[config.mk]
export PLATFORM = sky130hd
export DESIGN_NAME = icache_lookup_stage
export DESIGN_NICKNAME = d
export VERILOG_FILES = /design/src/rtl/icache_pkg.sv /design/src/rtl/icache_way_array.sv /design/src/rtl/icache_lookup_stage.sv
export SDC_FILE = /design/constraint.sdc
export NUM_CORES = 1
export LEC_CHECK = 0
export BUFFER_PORTS_ARGS = -buffer_cell sky130_fd_sc_hd__buf_2
export CELL_PAD_IN_SITES_DETAIL_PLACEMENT = 0
export CELL_PAD_IN_SITES_GLOBAL_PLACEMENT = 1
export CORE_MARGIN = 2
export CORE_UTILIZATION = 25
export CTS_BUF_LIST = sky130_fd_sc_hd__clkbuf_4
export DETAILED_ROUTE_END_ITERATION = 10
export GPL_TIMING_DRIVEN = 0
export PLACE_DENSITY_LB_ADDON = 0.1
export REMOVE_ABC_BUFFERS = 1
export SLEW_MARGIN = 20
export SYNTH_ARGS = -nofsm -noshare
export SYNTH_HDL_FRONTEND = slang
export SYNTH_SLANG_ARGS = --single-unit
[constraint.sdc]
create_clock -name clk -period 2.5 [get_ports clk]
set_input_delay 0.25 -clock clk [delete_from_list [all_inputs] [get_ports clk]]
set_output_delay 0.25 -clock clk [all_outputs]
set_load 0.05 [all_outputs]
[src/rtl/icache_pkg.sv]
// Shared definitions for the instruction-cache lookup stage: sweep FSM
// states, default geometry and the position of the way-valid status bit.
package icache_pkg;

    typedef enum logic {
        INIT = 1'b0,
        RUN  = 1'b1
    } state_t;

    localparam int DEF_SET_BITS     = 4;
    localparam int DEF_NUM_WAYS     = 4;
    localparam int DEF_TAG_WIDTH    = 8;
    localparam int DEF_STATUS_WIDTH = 2;

    // Status bit 0 of every way marks the way as holding a live line.
    localparam int WAY_VALID_BIT = 0;

endpackage

[src/rtl/icache_way_array.sv]
// One per-set array of NUM_WAYS entries (used for tags and for status).
// Masked per-way synchronous write, one-cycle registered read of the whole
// set that holds while halted. Optional write-to-read forwarding is
// selected with the ICACHE_LOOKUP_BYPASS_EN macro.
module icache_way_array #(
    parameter int ENTRY_W  = 8,
    parameter int NUM_WAYS = 4,
    parameter int SET_BITS = 4
) (
    input  logic                         clk,
    input  logic                         rst,
    input  logic                         i_halt,
    input  logic                         i_rd_en,
    input  logic [SET_BITS-1:0]          i_rd_set,
    input  logic                         i_wr_en,
    input  logic [SET_BITS-1:0]          i_wr_set,
    input  logic [NUM_WAYS*ENTRY_W-1:0]  i_wr_data,
    input  logic [NUM_WAYS-1:0]          i_wr_mask,
    output logic [NUM_WAYS*ENTRY_W-1:0]  o_rd_data,
    output logic                         o_rd_valid
);

    localparam int NUM_SETS = 2**SET_BITS;

    logic [ENTRY_W-1:0]          mem [NUM_SETS][NUM_WAYS];
    logic [NUM_WAYS*ENTRY_W-1:0] rd_word_p0;
    logic [NUM_WAYS*ENTRY_W-1:0] rd_data_p1;
    logic                        vld_p1;

    // Update only the ways selected by the mask; others keep their contents.
    always_ff @(posedge clk) begin
        if (i_wr_en && !i_halt) begin
            for (int w = 0; w < NUM_WAYS; w++) begin
                if (i_wr_mask[w]) begin
                    mem[i_wr_set][w] <= i_wr_data[w*ENTRY_W +: ENTRY_W];
                end
            end
        end
    end

    // Gather every way of the addressed set, optionally forwarding write data.
    always_comb begin
        rd_word_p0 = '0;
        for (int w = 0; w < NUM_WAYS; w++) begin
            rd_word_p0[w*ENTRY_W +: ENTRY_W] = mem[i_rd_set][w];
`ifdef ICACHE_LOOKUP_BYPASS_EN
            if (i_wr_en && i_wr_mask[w] && (i_wr_set == i_rd_set)) begin
                rd_word_p0[w*ENTRY_W +: ENTRY_W] = i_wr_data[w*ENTRY_W +: ENTRY_W];
            end
`endif
        end
    end

    // p0 -> p1: register the lookup; data holds when no read is accepted.
    always_ff @(posedge clk) begin
        if (rst) begin
            rd_data_p1 <= '0;
            vld_p1     <= 1'b0;
        end else if (!i_halt) begin
            vld_p1 <= i_rd_en;
            if (i_rd_en) begin
                rd_data_p1 <= rd_word_p0;
            end
        end
    end

    assign o_rd_data  = rd_data_p1;
    assign o_rd_valid = vld_p1;

endmodule

[src/rtl/icache_lookup_stage.sv]
// First stage of the instruction-cache pipeline: tag and status arrays,
// one-cycle lookup of all ways, metadata sideband, and a status
// invalidation sweep after reset or flush. Defining ICACHE_LOOKUP_BYPASS_EN
// forwards same-cycle same-set write data into the lookup result.
module icache_lookup_stage
    import icache_pkg::*;
#(
    parameter int METADATA_WIDTH = 16,
    parameter int SET_BITS       = DEF_SET_BITS,
    parameter int NUM_WAYS       = DEF_NUM_WAYS,
    parameter int TAG_WIDTH      = DEF_TAG_WIDTH,
    parameter int STATUS_WIDTH   = DEF_STATUS_WIDTH
) (
    input  logic                              clk,
    input  logic                              rst,
    input  logic                              i_halt,
    input  logic                              i_flush,
    input  logic [METADATA_WIDTH-1:0]         i_metadata,
    input  logic                              i_metadata_valid,
    input  logic [SET_BITS-1:0]               i_r_set_addr,
    input  logic                              i_r_valid,
    input  logic [SET_BITS-1:0]               i_w_ta_set_addr,
    input  logic [NUM_WAYS*TAG_WIDTH-1:0]     i_w_ta_data,
    input  logic [NUM_WAYS-1:0]               i_w_ta_mask,
    input  logic                              i_w_ta_valid,
    input  logic [SET_BITS-1:0]               i_w_sa_set_addr,
    input  logic [NUM_WAYS*STATUS_WIDTH-1:0]  i_w_sa_data,
    input  logic [NUM_WAYS-1:0]               i_w_sa_mask,
    input  logic                              i_w_sa_valid,
    output logic [NUM_WAYS*TAG_WIDTH-1:0]     o_ta_data,
    output logic                              o_ta_data_valid,
    output logic [NUM_WAYS*STATUS_WIDTH-1:0]  o_sa_data,
    output logic                              o_sa_data_valid,
    output logic [METADATA_WIDTH-1:0]         o_metadata,
    output logic                              o_metadata_valid,
    output logic                              o_ready,
    output logic                              o_init_busy
);

    localparam int NUM_SETS = 2**SET_BITS;

    state_t                           state;
    logic [SET_BITS-1:0]              sweep_cnt;
    logic                             sweep_we;
    logic                             rd_en_p0;
    logic                             ta_we_p0;
    logic                             sa_we_p0;
    logic [SET_BITS-1:0]              sa_set_p0;
    logic [NUM_WAYS*STATUS_WIDTH-1:0] sa_data_p0;
    logic [NUM_WAYS-1:0]              sa_mask_p0;
    logic [METADATA_WIDTH-1:0]        md_p1;
    logic                             vld_md_p1;

    assign o_ready     = ~i_halt & (state == RUN);
    assign o_init_busy = (state == INIT);

    assign rd_en_p0 = o_ready & i_r_valid;
    assign ta_we_p0 = o_ready & i_w_ta_valid;
    assign sweep_we = (state == INIT) & ~i_halt;

    // The sweep borrows the status write port to clear one whole set per cycle.
    assign sa_we_p0   = sweep_we | (o_ready & i_w_sa_valid);
    assign sa_set_p0  = sweep_we ? sweep_cnt : i_w_sa_set_addr;
    assign sa_data_p0 = sweep_we ? '0 : i_w_sa_data;
    assign sa_mask_p0 = sweep_we ? {NUM_WAYS{1'b1}} : i_w_sa_mask;

    // Sweep FSM: INIT clears status set by set, RUN serves lookups; flush re-enters INIT.
    always_ff @(posedge clk) begin
        if (rst) begin
            state     <= INIT;
            sweep_cnt <= '0;
        end else if (!i_halt) begin
            case (state)
                INIT: begin
                    if (i_flush) begin
                        sweep_cnt <= '0;
                    end else begin
                        sweep_cnt <= sweep_cnt + SET_BITS'(1);
                        if (sweep_cnt == SET_BITS'(NUM_SETS - 1)) begin
                            state <= RUN;
                        end
                    end
                end
                RUN: begin
                    if (i_flush) begin
                        state     <= INIT;
                        sweep_cnt <= '0;
                    end
                end
                default: begin
                    state     <= INIT;
                    sweep_cnt <= '0;
                end
            endcase
        end
    end

    // p0 -> p1: sideband data follows every unhalted cycle, its valid only when ready.
    always_ff @(posedge clk) begin
        if (rst) begin
            md_p1     <= '0;
            vld_md_p1 <= 1'b0;
        end else if (!i_halt) begin
            md_p1     <= i_metadata;
            vld_md_p1 <= i_metadata_valid & o_ready;
        end
    end

    assign o_metadata       = md_p1;
    assign o_metadata_valid = vld_md_p1;

    icache_way_array #(
        .ENTRY_W  (TAG_WIDTH),
        .NUM_WAYS (NUM_WAYS),
        .SET_BITS (SET_BITS)
    ) u_tag_array (
        .clk        (clk),
        .rst        (rst),
        .i_halt     (i_halt),
        .i_rd_en    (rd_en_p0),
        .i_rd_set   (i_r_set_addr),
        .i_wr_en    (ta_we_p0),
        .i_wr_set   (i_w_ta_set_addr),
        .i_wr_data  (i_w_ta_data),
        .i_wr_mask  (i_w_ta_mask),
        .o_rd_data  (o_ta_data),
        .o_rd_valid (o_ta_data_valid)
    );

    icache_way_array #(
        .ENTRY_W  (STATUS_WIDTH),
        .NUM_WAYS (NUM_WAYS),
        .SET_BITS (SET_BITS)
    ) u_status_array (
        .clk        (clk),
        .rst        (rst),
        .i_halt     (i_halt),
        .i_rd_en    (rd_en_p0),
        .i_rd_set   (i_r_set_addr),
        .i_wr_en    (sa_we_p0),
        .i_wr_set   (sa_set_p0),
        .i_wr_data  (sa_data_p0),
        .i_wr_mask  (sa_mask_p0),
        .o_rd_data  (o_sa_data),
        .o_rd_valid (o_sa_data_valid)
    );

endmodule

---- After elaboration in Yosys (flattened, before gate mapping) ----
Memories as Yosys holds them, arrays and structs flattened. A register that Yosys moved wholly into a read port is not among the register bits.
Index checks and enable logic that the tools add are counted.
cells by class
  add/sub/neg operators ................... 1
  reductions and logical operators ........ 5
  shifts and indexed selects .............. 0
  multiply operators ...................... 0
  div/mod/pow operators ................... 0
  order comparisons ....................... 0
  bitwise gates (word level) .............. 9
  multiplexer cells ....................... 34
  equal/unequal tests ..................... 2
operators by type and width
  operator               count
  $mux W1                27
  $mux W4                4
  $mux W8                1
  $pmux W4 S2            1
  $and A1 B1 Y1          6
  $add A4 B1 Y4 const B  1
  $eq A4 B4 Y1 const B   1
  $reduce_and A2 Y1      2
  $logic_and A1 B1 Y1    2
  $ne A2 B2 Y1 const B   1
  $not A1 Y1             2
  $pmux W1 S2            1
  $logic_not A1 Y1       1
  $or A1 B1 Y1           1
word-level totals
  word-level logic and storage cells ...... 58
  register bits after elaboration ......... 23
  memories kept ........................... 2
  bits in latches ......................... 0
  ROM bits ................................ 0
  RAM bits ................................ 640
  input port bits ......................... 84
memories
  memory              depth  width  read ports  clocked after memory_dff  wr ports  line                    source
  u_tag_array.mem     16     32     1           1                         1         icache_way_array.sv:25  logic [ENTRY_W-1:0] mem [NUM_SETS][NUM_WAYS];
  u_status_array.mem  16     8      1           1                         1         icache_way_array.sv:25

---- Logic depth before layout (Yosys ltp) ----
  depth after elaboration ................. 7
  depth in mapped cells ................... 8

---- By module ----
A second synthesis with hierarchy kept.
second synthesis, totals
  cell total of the unflattened synthesis .. 1,446
  area, all modules ....................... 27,666.5 um2
modules (own cells, without submodules)
  module                             area each (um2)  instances  sequential area each (um2)  cells each
  icache_way_array (u_tag_array)     21,081.5         1          16,035.4                    1,027
  icache_way_array (u_status_array)  5,585.4          1          4,023.9                     314
  icache_lookup_stage                999.7            1          440.4                       105

---- Worst setup path after synthesis ----
Ideal clock, no wire load.
  path kind ............................... reg2reg
  start ................................... register state
  end ..................................... memory u_tag_array.mem[10][16] in the netlist's numbering (enable)
  slack ................................... -125 ps
  stages on the path, launching flop included .. 6
  library setup time ...................... 370 ps
  data arrival time ....................... 2,254 ps
  required time ........................... 2,130 ps
  path buffers ............................ 1
  cells stage by stage .................... dfxtp_1 -> nor2b_1 -> and2_1 -> nand2_1 -> clkbuf_1 -> nor2_1
on the way
  word-level cells in the longest chain between the ends .. 5
ends and longest elaborated chain
  element                        line                       source
  start, declared                icache_lookup_stage.sv:42  state_t state;
  start signal, assigned         icache_lookup_stage.sv:70  state <= INIT;
  start signal, assigned         icache_lookup_stage.sv:80  state <= RUN;
  start signal, assigned         icache_lookup_stage.sv:86  state <= INIT;
  $and A1 B1 Y1                  icache_lookup_stage.sv:54  assign o_ready = ~i_halt & (state == RUN);
  via o_ready                    icache_lookup_stage.sv:36  output logic o_ready,
  $and A1 B1 Y1                  icache_lookup_stage.sv:58  assign ta_we_p0 = o_ready & i_w_ta_valid;
  $logic_and A1 B1 Y1            icache_way_array.sv:32     if (i_wr_en && !i_halt) begin
  $mux W1                        icache_way_array.sv:32
  $mux W1 (implied by the code)  icache_way_array.sv:35     mem[i_wr_set][w] <= i_wr_data[w*ENTRY_W +: ENTRY_W];
  end, declared                  icache_way_array.sv:25
The timed path passes the listed nets, and every way through them passes these cells.

---- Final worst setup path ----
  start ................................... input i_w_ta_set_addr[3]
  end ..................................... memory u_tag_array.mem[11][9] in the netlist's numbering (enable)
RTL lines
  element          line                       source
  start, declared  icache_lookup_stage.sv:22  input logic [SET_BITS-1:0] i_w_ta_set_addr,
Straight into the memory's write port.

==> qor.csv <==
metric,value,unit
shortest period the worst path allows,2.46,ns
vias,15200,
largest net degree at the start of global routing,58,
CTS Sinks,703,
Critical Path End Type,register,
"commonest cells after routing, fill and taps aside","640 x edfxtp_1, 304 x clkbuf_4, 142 x dlygate4sd3_1",
area of the core,109000,sq um
crit-path cells,dlygate4sd3_1 -> buf_2 -> nor2b_1 -> dlygate4sd3_1 -> nand3_1 -> dlygate4sd3_1 -> nor2_4 -> buf_12,
CTS buffer count,191,
Max clock buf depth,3,
Total GRT Usage,13.6,%
Post-DP Area,30000,sq um
Worst Reg-to-Reg Cells,4,
crit path launch type,input pin,
via/cell ratio,4.38,
Hold Path End,u_tag_array.mem[15][4]$_DFFE_PP_,
number of global-route vias before repair,16600,
Yosys warning count,0,
Final nets,1983,
Peak VDD IR,0.297,mV
I/O pin cnt,145,
chip height,335,um
CP max-delay cell,dlygate4sd3_1,
WL final,75500,um
crit path kind,in -> reg,
Final Core Density,31.7,%
Most Frequent Cell on Critical Path,dlygate4sd3_1,
number of library cell types mapped by synthesis,40,
max-slew violations,0,
CTS H-Tree Depth,4,
drt drc,0,
Reg2Reg Launch Point,state$_SDFFE_PP0N_,
Worst Tran Pin Value,0.800,ns
initial antenna violation count,5,
Hold Path Stages,2,
Buffers on Ports,144,
Max-cap violations,0,
crit path buf inv count,5,
layout cells sized above 1,33.7,%
Final Worst Setup Slack,0.0445,ns
Placer Congestion,0.696,
CP required,3.19,ns
Detail Placement HPWL,46800,um
CTS tree,done,
hold crit path type,in -> reg,
row count,121,
RSZ-0062 raised after global routing,true,
mapped cell area,27400,sq um
Crit. Startpoint,i_w_ta_set_addr[3],
WL per Instance,21.7,um
Worst-path clk slew,0.07,ns
clock latency at the later pin of the worst-skew pair,1.02,ns
Final Cell Area,34500,sq um
Fin. Hold Viols,0,
status,completed,
total congestion overflow,0,
Starting Density,25.2,%
"Power, Total",24.8,mW
worst r2r dst,u_status_array.mem[9][2]$_DFFE_PP_,
sequential-to-total area share from yosys stat,74.9,%
Syn Inst Count,1473,
Worst path max stage delay,0.75,ns
first-pass iteration count of the detailed router,5,
global-route wire length before repair,110000,um
"top cells by area, synth","edfxtp_1 70%, mux4_2 9.9%, mux2i_1 5.0%",
dpl ws,-1.28,ns
min-delay src,i_w_ta_data[28],
Initial DRC Count,908,
# setup viols final,0,
CP top delay family,buffers and inverters,
die area,112000,sq um
Rel. slew slack,46.6,%
"most common cell after layout, fill and taps aside",edfxtp_1,
Die Span X,335,um
clk root buf,clkbuf_4,
Yosys top cell area share,70.3,%
leakage,11.6,nW
"critical path fanouts, max",7,
Fmax,407,MHz
cell taking the most area after synthesis,edfxtp_1,
Final Cycle Share,98.2,%
power per cell area,719,nW/um^2
FF-to-FF setup slack,0.17,ns
clock skew,0.0480,ns
#FFs+latches synth,703,
Antenna Nets Post-Route,0,
Layout area overhead,26.0,%
crit path DAT,3.14,ns
Synth Area per Inst,18.6,sq um
## worst max-delay path by stage
stage / endpoint / slack [ns] / cells after the start
finish: u_tag_array.mem[11][9]$_DFFE_PP_ / 0.04 / 8
global route: u_status_array.mem[9][0]$_DFFE_PP_ / -0.005 / 4
CTS: o_ready / 0.03 / 2
detailed placement: u_tag_array.mem[8][8]$_DFFE_PP_ / -1.28 / 5
global placement: u_tag_array.o_rd_data[2]$_SDFFE_PP0P_ / -7.45 / 5
floorplan: u_status_array.o_rd_data[6]$_SDFFE_PP0P_ / -0.66 / 4
## cell usage after synthesis, drive strengths merged
master and number:
a211oi 1, a21oi 5, a22oi 37, a32oi 35, a41oi 2, and2 9, buf 50, clkbuf 33
dfxtp 63, edfxtp 640, ha 1, inv 3, mux2i 137, mux4 120, nand2 55, nand2b 39
nand3 11, nand3b 1, nand4 2, nand4b 1, nor2 154, nor2b 7, nor3 2, o2111ai 5
o211ai 7, o21ai 44, o31ai 2, or2 1, or4 2, or4b 4
## routing by layer
| layer | up-vias | global-route usage (%) | part of all wire [%] | routed length, um |
|---|---|---|---|---|
| met4 | 4 | 4.81 | 2.3 | 1720 |
| met2 | 418 | 23.1 | 50 | 37500 |
| met5 | - | 0 | 0.026 | 20 |
| met1 | 7754 | 16.7 | 43 | 32300 |
| met3 | 149 | 3.64 | 5.3 | 3980 |
| li1 | 6909 | - | - | - |
## worst reg2reg max path, delay by kind of cell, from the launching register on
family | cells | cell delay [ns]
AOI/OAI and AO/OA | 1 | 0.28
and+or+nand+nor | 3 | 1.30
DFF | 1 | 0.41
## sequential cells by signal, indices dropped and copies added (netlist names)
register	flops
u_status_array.o_rd_valid	1
u_status_array.o_rd_data	8
o_metadata	16
state	1
u_tag_array.mem	512
o_metadata_valid	1
u_status_array.mem	128
u_tag_array.o_rd_data	32
sweep_cnt	4
## where the power goes
| group | switching, mW | total (mW) | internal (mW) |
|---|---|---|---|
| registers | 0.0156 | 12.9 | 12.8 |
| clock network | 4.81 | 10.6 | 5.79 |
| logic | 0.753 | 1.33 | 0.576 |
| total | 5.58 | 24.8 | 19.2 |
## cells by family (layout without fill, tap and decap cells)
logic type / count (synthesis) / in the layout / share of synthesized area (%)
adder cells (fa/ha/maj): 1 / 1 / 0.0457
other: 0 / 4 / 0
flip-flops: 703 / 703 / 74.9
AO/OA/AOI/OAI: 138 / 138 / 3.58
multiplexers: 257 / 257 / 14.9
buffers and inverters: 86 / 675 / 1.89
AND/OR/NAND/NOR: 288 / 288 / 4.72
## per-stage QoR
| stage | TNS (ns) | hold WS (ns) | instances |
|---|---|---|---|
| final | 0 | 0.177 | 3480 |
| after global routing | -0.00902 | 0.0277 | 3480 |
| after CTS | 0 | 0.00205 | 3472 |
| after detailed placement | -561.16 | 0.463 | 2973 |
| after global placement | -821.01 | 0.457 | 2948 |
| after floorplan | -143.85 | 0.319 | 1390 |
## cell type report
type / count / area, sq um
clock buffer: 303 / 2270
fill: 10800 / 74200
clock inverter: 54 / 297
multi-input combinational: 684 / 6890
antenna: 4 / 10.0
sequential: 703 / 20500
inverter: 3 / 11.3
tap: 1414 / 1770
timing repair buffer: 315 / 2740
## repair_timing
| item | in CTS | in global routing |
|---|---|---|
| hold endpoints to repair | 1295 | 0 |
| hold buffers | 142 | 0 |
| pin swaps | 0 | 3 |
| setup endpoints to repair | 565 | 29 |
| setup buffers | 0 | 4 |
| gates resized for setup | 111 | 2 |
No activity file was read; power rests on OpenSTA's default activity.
